File: src/rtl/regfile_pkg.sv
// Shared widths and types for the register-file debug dumper.
package regfile_pkg;

  localparam int REG_ADDR_W = 5;
  localparam int XLEN       = 32;

  typedef enum logic [1:0] {
    IDLE,
    READ,
    SEND,
    FIN
  } dump_state_e;

  typedef struct packed {
    logic [REG_ADDR_W-1:0] idx;
    logic [XLEN-1:0]       data;
    logic                  last;
  } beat_t;

endpackage

File: src/rtl/regfile_dumper.sv
// Walks FIRST_REG..LAST_REG through a debug read port, one valid/ready beat per register; flags stale on snooped overwrites.
// Latency: first beat valid 2 cycles after start, 2 cycles per register with out_ready high.
// Backpressure: beat held stable in SEND while out_ready is low. Option macro: DUMP_SKIP_ZERO_EN (zero values skipped).
module regfile_dumper
  import regfile_pkg::*;
#(
  parameter int FIRST_REG = 0,
  parameter int LAST_REG  = 31
) (
  input  logic                  clk,
  input  logic                  rstn,
  input  logic                  start,
  output logic                  busy,
  output logic [REG_ADDR_W-1:0] rd_addr,
  input  logic [XLEN-1:0]       rd_data,
  input  logic                  snoop_we,
  input  logic [REG_ADDR_W-1:0] snoop_addr,
  output logic                  out_valid,
  input  logic                  out_ready,
  output logic [REG_ADDR_W-1:0] out_idx,
  output logic [XLEN-1:0]       out_data,
  output logic                  out_last,
  output logic                  done,
  output logic                  stale
);

  localparam logic [REG_ADDR_W-1:0] FIRST_IDX = REG_ADDR_W'(FIRST_REG);
  localparam logic [REG_ADDR_W-1:0] LAST_IDX  = REG_ADDR_W'(LAST_REG);

  dump_state_e           state_q, state_d;
  logic [REG_ADDR_W-1:0] cur_idx;
  beat_t                 beat_q;
  logic                  load_idx, inc_idx, capture, at_last, skip;

  assign at_last = (cur_idx == LAST_IDX);

`ifdef DUMP_SKIP_ZERO_EN
  assign skip = (rd_data == '0);
`else
  assign skip = 1'b0;
`endif

  always_ff @(posedge clk or negedge rstn) begin
    if (!rstn) state_q <= IDLE;
    else       state_q <= state_d;
  end

  always_comb begin
    state_d  = state_q;
    load_idx = 1'b0;
    inc_idx  = 1'b0;
    capture  = 1'b0;
    case (state_q)
      IDLE: begin
        if (start) begin
          load_idx = 1'b1;
          state_d  = READ;
        end
      end
      READ: begin
        capture = !skip;
        if (!skip) begin
          state_d = SEND;
        end else if (at_last) begin
          state_d = FIN;
        end else begin
          inc_idx = 1'b1;
          state_d = READ;
        end
      end
      SEND: begin
        if (out_ready) begin
          if (at_last) begin
            state_d = FIN;
          end else begin
            inc_idx = 1'b1;
            state_d = READ;
          end
        end
      end
      FIN:     state_d = IDLE;
      default: state_d = IDLE;
    endcase
  end

  // A write at or below cur_idx hits a register that is already captured (or is
  // being captured this edge, which still sees the pre-write value).
  always_ff @(posedge clk or negedge rstn) begin
    if (!rstn) begin
      cur_idx <= '0;
      beat_q  <= '0;
      stale   <= 1'b0;
    end else begin
      if (load_idx)     cur_idx <= FIRST_IDX;
      else if (inc_idx) cur_idx <= cur_idx + REG_ADDR_W'(1);

      if (capture) beat_q <= '{idx: cur_idx, data: rd_data, last: at_last};

      if (load_idx)
        stale <= 1'b0;
      else if (busy && snoop_we && (snoop_addr != '0) && (snoop_addr <= cur_idx))
        stale <= 1'b1;
    end
  end

  assign busy      = (state_q == READ) || (state_q == SEND);
  assign done      = (state_q == FIN);
  assign out_valid = (state_q == SEND);
  assign rd_addr   = (state_q == IDLE) ? '0 : cur_idx;
  assign out_idx   = beat_q.idx;
  assign out_data  = beat_q.data;
  assign out_last  = beat_q.last;

endmodule

File: config.mk
export PLATFORM = sky130hd
export DESIGN_NAME = regfile_dumper
export DESIGN_NICKNAME = d
export VERILOG_FILES = /design/src/rtl/regfile_pkg.sv /design/src/rtl/regfile_dumper.sv
export SDC_FILE = /design/constraint.sdc
export NUM_CORES = 1
export LEC_CHECK = 0
export BUFFER_PORTS_ARGS = -buffer_cell sky130_fd_sc_hd__buf_2
export CAP_MARGIN = 20
export CORE_ASPECT_RATIO = 1.2
export CORE_UTILIZATION = 47
export CTS_CLUSTER_DIAMETER = 200
export DETAILED_ROUTE_END_ITERATION = 7
export PLACE_DENSITY_LB_ADDON = 0.25
export REMOVE_ABC_BUFFERS = 1
export SETUP_SLACK_MARGIN = 0.05
export SYNTH_ARGS = -nofsm -noshare
export SYNTH_HDL_FRONTEND = slang
export SYNTH_SLANG_ARGS = --single-unit
File: constraint.sdc
create_clock -name clk -period 2.4 [get_ports clk]
set_clock_uncertainty 0.15 [all_clocks]
set_input_delay 0.12 -clock clk [delete_from_list [all_inputs] [get_ports clk]]
set_output_delay 0.12 -clock clk [all_outputs]
set_load 0.05 [all_outputs]
# Yosys cells after proc, flatten, opt, wreduce, memory -nomap -nowiden
# Cells that the tools add are included.
[classes]
n_eq_ne = 6
n_reduce_logical = 9
muxes = 15
bitwise_logic = 0
shift = 0
add_sub_neg = 1
div_mod_pow = 0
n_mul = 0
magnitude_cmp = 1
[op_table]
columns = ["op", "count"]
rows = [
  ["5-bit 2-to-1 mux", 3],
  ["1-bit 2-to-1 mux", 8],
  ["2-bit one-hot mux with 4 select lines", 1],
  ["2-bit 2-to-1 mux", 3],
  ["5-bit by 1-bit adder with 5-bit output (second input constant)", 1],
  ["5-bit equality test (second input constant)", 1],
  ["5-bit less-or-equal comparator", 1],
  ["5-bit nonzero test", 1],
  ["2-bit equality test (second input constant)", 2],
  ["2-bit nonzero test", 2],
  ["1-bit logical AND", 3],
  ["2-bit by 1-bit equality test with 1-bit output (second input constant)", 1],
  ["2-bit zero test", 1],
  ["2-bit by 1-bit != test with 1-bit output (second input constant)", 1],
  ["2-bit != test (second input constant)", 1],
  ["2-bit AND reduction", 1],
  ["1-bit logical OR", 1],
]
[totals]
latch_bits = 0
word_cells = 38
out_inout_bits = 47
ff_bits = 46
ram_bits = 0
in_bits = 42
n_memories = 0
romBits = 0

# Logic depth before layout (Yosys ltp)
[depth]
ltp_word = 7
depth_mapped = 8
depth_no_buf = 7

# Worst setup path after synthesis
# OpenSTA, ideal clock, no wires.
[synth_timing]
path_type = "reg-to-reg"
from = "register state_q[0]"
to = "register cur_idx[3]"
setup_slack_ns = 0.481
arrival_ns = 1.643
path_stages_with_launch = 8
path_buffers = 1
required_ns = 2.124
synth_period_minus_slack_ns = 1.919
setup_time_ns = 0.126
path_cell_list = "dfrtp_1 > inv_1 > ha_1 > and3b_1 > buf_6 > nand4_1 > xnor2_1 > nor2_1"
[synth_between]
elab_chain_len = 3
word_cells_on_any_way = 6
classes_between = "eq/ne: 1; mux: 3; reduce/logical: 2"
[synth_lines]
columns = ["element", "line", "source"]
rows = [
  ["start, declared", "regfile_dumper.sv:30", "dump_state_e state_q, state_d;"],
  ["start signal, assigned", "regfile_dumper.sv:45", "else state_q <= state_d;"],
  ["2-bit equality test", "n/a", ""],
  ["named net out_valid", "regfile_dumper.sv:18", "output logic out_valid,"],
  ["1-bit 2-to-1 mux", "n/a", ""],
  ["2-bit nonzero test (no line)", "n/a", ""],
  ["end signal, assigned", "regfile_dumper.sv:95", "else if (inc_idx) cur_idx <= cur_idx + REG_ADDR_W'(1);"],
  ["end, declared", "regfile_dumper.sv:31", "logic [REG_ADDR_W-1:0] cur_idx;"],
]
# The timed path passes the listed nets, and every way through them passes these cells.
# A chain may end at the register's enable or synchronous reset.

# Worst setup path after layout
[layout_timing]
from = "register cur_idx[0]"
to = "register cur_idx[3]"
[layout_between]
elab_chain_len = 5
word_cells_on_any_way = 8
classes_between = "add/sub: 1; eq/ne: 1; mux: 5; reduce/logical: 1"
[layout_lines]
columns = ["element", "line", "source"]
rows = [
  ["5-bit equality test", "regfile_dumper.sv:35", "assign at_last = (cur_idx == LAST_IDX);"],
  ["named net at_last", "regfile_dumper.sv:33", "logic load_idx, inc_idx, capture, at_last, skip;"],
  ["1-bit 2-to-1 mux", "regfile_dumper.sv:73", "if (at_last) begin"],
  ["1-bit 2-to-1 mux", "regfile_dumper.sv:72", "if (out_ready) begin"],
  ["1-bit 2-to-1 mux", "n/a", ""],
  ["2-bit nonzero test (no line)", "n/a", ""],
]
# The timed path passes the listed nets, and every way through them passes these cells. The select of a mux whose other input is x is not followed.

==> metrics.log <==
[metrics] DIE HEIGHT: 74.1 um
[metrics] total die area: 4610 sq um
[metrics] Worst path max stage delay: 0.45 ns
[metrics] share of the synthesized area in the top cell type: 56.5%
[metrics] Met2 Routed Length: 2210 um
[metrics] Cell Pwr Density: 1440 nW/um^2
[metrics] async set-reset flop share out of synthesis: 100%
[metrics] Netlist cell types: 28
[metrics] required arrival time at the worst endpoint: 2.42 ns
[metrics] number of buffers on the longest clock path: 2
[metrics] max-slew headroom at the worst pin: 82.7%
[metrics] Final Slew Violations: 0
[metrics] worst-case vdd ir drop: a little over 0.8 mV
[metrics] count of final setup violators: 0
[metrics] most frequent cells after synthesis: dfrtp_1 (46), mux2_1 (33), nor2_1 (13), ha_1 (11), inv_1 (9)
[metrics] gate count after technology mapping: between 150 and 200
[metrics] crit path max fanout: 6
[metrics] clock tree from TritonCTS: yes
[metrics] Seq/Total Area, Yosys: 56.5%
[metrics] worst hold-check slack: 0.00770 ns
[metrics] number of buffer and inverter instances along the worst setup path: 0
[metrics] result of the run: completed
[metrics] Post-route DRC: 0
[metrics] aggregate global-route resource usage: 19.8%
[metrics] largest net degree at the start of global routing: 47
[metrics] critical setup path kind: flip-flop to flip-flop
[metrics] clock slew at the register clock pins of the worst setup and hold paths: around 0.08 ns
[metrics] detailed-routed wire length on met3: 219 um
[metrics] dominant synthesized flop cell: dfrtp_1
[metrics] Core Box Area: 4040 sq um
[metrics] CP cell instances: ha_1, and3_1, ha_1, and3b_1, nand4_1, xnor2_1, nor2_1
[metrics] number of violations reported at the end of detailed-routing iteration 0: 55
[metrics] total via count in the routed design: roughly 1600
[metrics] Min Clock Period, post-route: between 1.5 and 2 ns
[metrics] measured slew at the worst slew-check pin: 0.260 ns
[metrics] critical path's slowest cell: dfrtp_1
[metrics] # port buffers: 88
[metrics] Root Driver: clkbuf_8
[metrics] Yosys reg bits: 46
[metrics] most frequent cell on the critical path: ha_1
[metrics] maximum clock frequency: around 0.5 GHz
[metrics] Area after DPL: around 2500 sq um
[metrics] setup total negative slack: 0 ns
[metrics] Total Nets Final: 328
[metrics] antenna violations before repair: 0
[metrics] weighted congestion reported at the end of routability-driven placement: 0.784
[metrics] fraction of layout cells with a size suffix above 1: 38.0%
[metrics] Remaining Overflow, GRT: 0
[metrics] final hold viol count: 0
[metrics] top cells by area, synth: dfrtp_1 (56%), mux2_1 (18%), ha_1 (6.8%)
[metrics] signed area change from the synthesized netlist to the final layout: 46.1%
[metrics] insertion delay of the later-clocked pin in the worst-skew pair: 0.29 ns
[metrics] starting density of the core: 50.5%
[metrics] RSZ-0062 raised after global routing: no
[metrics] site row count: 25
[metrics] number of enable flip-flop cells after synthesis: 0
[metrics] utilization after layout: 73.8%
[metrics] final cell area excluding filler cells: ~3000 sq um
[metrics] vias in the first global route: 1563
[metrics] met1 wire length: 1830 um
[metrics] cell accounting for the most synthesized area: dfrtp_1
[metrics] number of vias per cell after detailed routing: 4.70
[metrics] HPWL reported at the end of detailed placement: 2650 um
[metrics] Syn. warnings: 0
[metrics] top layer used by detailed routing: met4
[metrics] Routed Wire Length: ~4300 um
[metrics] Wirelength per Cell: 13.0 um
[metrics] count leader, synth: dfrtp_1
[metrics] first-pass GRT wire length: 7070 um
[metrics] Critical Path End Type: flip-flop
[metrics] cell class contributing the biggest share of worst-path delay: simple AND/OR/NAND/NOR gates
[metrics] signal arrival time at the worst endpoint: 2.02 ns
[metrics] period utilisation layout: 83.0%
[metrics] startpoint kind of the worst setup timing path: flip-flop
[metrics] clock sink count: 46
[metrics] number of search-and-repair iterations in the first detailed-routing pass: 4
[metrics] Routed Antenna Nets: 0
[metrics] Leakage Power: 1.51 nW
[metrics] worst hold-check path type: input pin to flip-flop
[metrics] Avg Inst Size Synth: between 10 and 15 sq um
[metrics] width of the chip: 62.1 um
[metrics] number of top-level design ports: 89
[metrics] number of buffers created by CTS: 5
[metrics] max-capacitance violation count: 0
[metrics] ANT cells: 0
[metrics] number of H-tree levels: 2
[metrics] area of the mapped netlist: 2040 sq um
[cell families (layout without fill, tap and decap cells)]
kind of cell | after synthesis | in the layout | share of synthesized area [%]
flip-flops | 46 | 46 | 56.5
multiplexers | 39 | 39 | 21.5
AND/OR/NAND/NOR | 28 | 28 | 6.81
buffers and inverters | 15 | 140 | 3.99
adder cells (fa/ha/maj) | 11 | 11 | 6.75
AO/OA/AOI/OAI | 9 | 9 | 3.19
XOR/XNOR | 3 | 3 | 1.29
[sequential cells by signal, summed over array words and instances, names as in the netlist]
register / count
cur_idx: 5
out_data: 32
out_idx: 5
out_last: 1
stale: 1
state_q: 2
[cells in the final DEF, fill, tap and decap left out]
cell / instances
buf_2: 88
dfrtp_1: 46
mux2_1: 33
dlygate4sd3_1: 33
nor2_1: 13
ha_1: 10
inv_1: 9
mux2_2: 5
clkbuf_8: 5
xnor2_1: 3
a21oi_1: 3
nand2_1: 3
nor2b_1: 2
nand3_1: 2
nand4_1: 2
clkbuf_1: 2
buf_12: 2
and3_1: 1
and2_1: 1
and3b_1: 1
mux2i_1: 1
nand2b_1: 1
o21ai_0: 1
a21oi_2: 1
nor2_4: 1
a211o_1: 1
nor3_1: 1
a31oi_1: 1
a211oi_2: 1
o22a_1: 1
ha_2: 1
bufinv_16: 1
[stage by stage]
| step | total power, mW | instances | worst slack [ns] |
|---|---|---|---|
| after floorplan | 3.15 | 145 | 0.230 |
| after CTS | 4.31 | 329 | 0.413 |
| after detailed placement | 3.71 | 288 | 0.424 |
| final | 4.29 | 330 | 0.409 |
| after global placement | 3.68 | 288 | 0.449 |
| after global routing | 4.52 | 330 | 0.260 |
[per-layer routing]
metal	up-vias	global-route usage, %
li1	763	-
met1	729	23.3
met2	54	36.3
met3	4	4.45
met4	0	6.98
met5	-	0
[cell type report]
type,count,area (sq um)
flip-flops and latches,46,1150
fillers,282,1060
repair buffers,123,811
multi-input cells,90,808
clock buffers,7,76.3
well taps,54,67.6
inverters,9,33.8
clock inverters,1,30.0
[worst paths after layout]
| check | cells past startpoint | slack, ns | endpoint | from |
|---|---|---|---|---|
| setup / recovery | 7 | 0.41 | cur_idx[3]$_DFFE_PN0P_ | cur_idx[0]$_DFFE_PN0P_ |
| hold / removal | 3 | 0.008 | stale$_DFFE_PN0P_ | snoop_we |
| setup reg to reg | 7 | 0.41 | cur_idx[3]$_DFFE_PN0P_ | cur_idx[0]$_DFFE_PN0P_ |
| hold reg to reg | 1 | 0.33 | out_data[20]$_DFFE_PN0N_ | out_data[20]$_DFFE_PN0N_ |
| max in group asynchronous | 3 | 1.65 | out_data[17]$_DFFE_PN0N_ | rstn |
| min in group asynchronous | 2 | 0.02 | out_data[25]$_DFFE_PN0N_ | rstn |
[power by group]
part / leakage [nW] / total [mW] / switching, mW / internal, mW
combinational: 0.896 / 2.46 / 1.76 / 0.704
sequential: 0.565 / 1.29 / 0.173 / 1.11
clock: 0.0524 / 0.550 / 0.239 / 0.311
[tightest hold or removal path: stages]
cell and delay, ns:
buf_2 0.07, a31oi_1 0.08, a211oi_2 0.13
[repair_timing]
| item | 4_1_cts | 5_1_grt |
|---|---|---|
| hold endpoints to repair | 78 | 0 |
| buffers inserted | 0 | 0 |
| resized for setup | 0 | 0 |
| hold buffers | 33 | 0 |
| endpoints found under the setup margin | 0 | 0 |
Power figures use the tool's default switching activity.
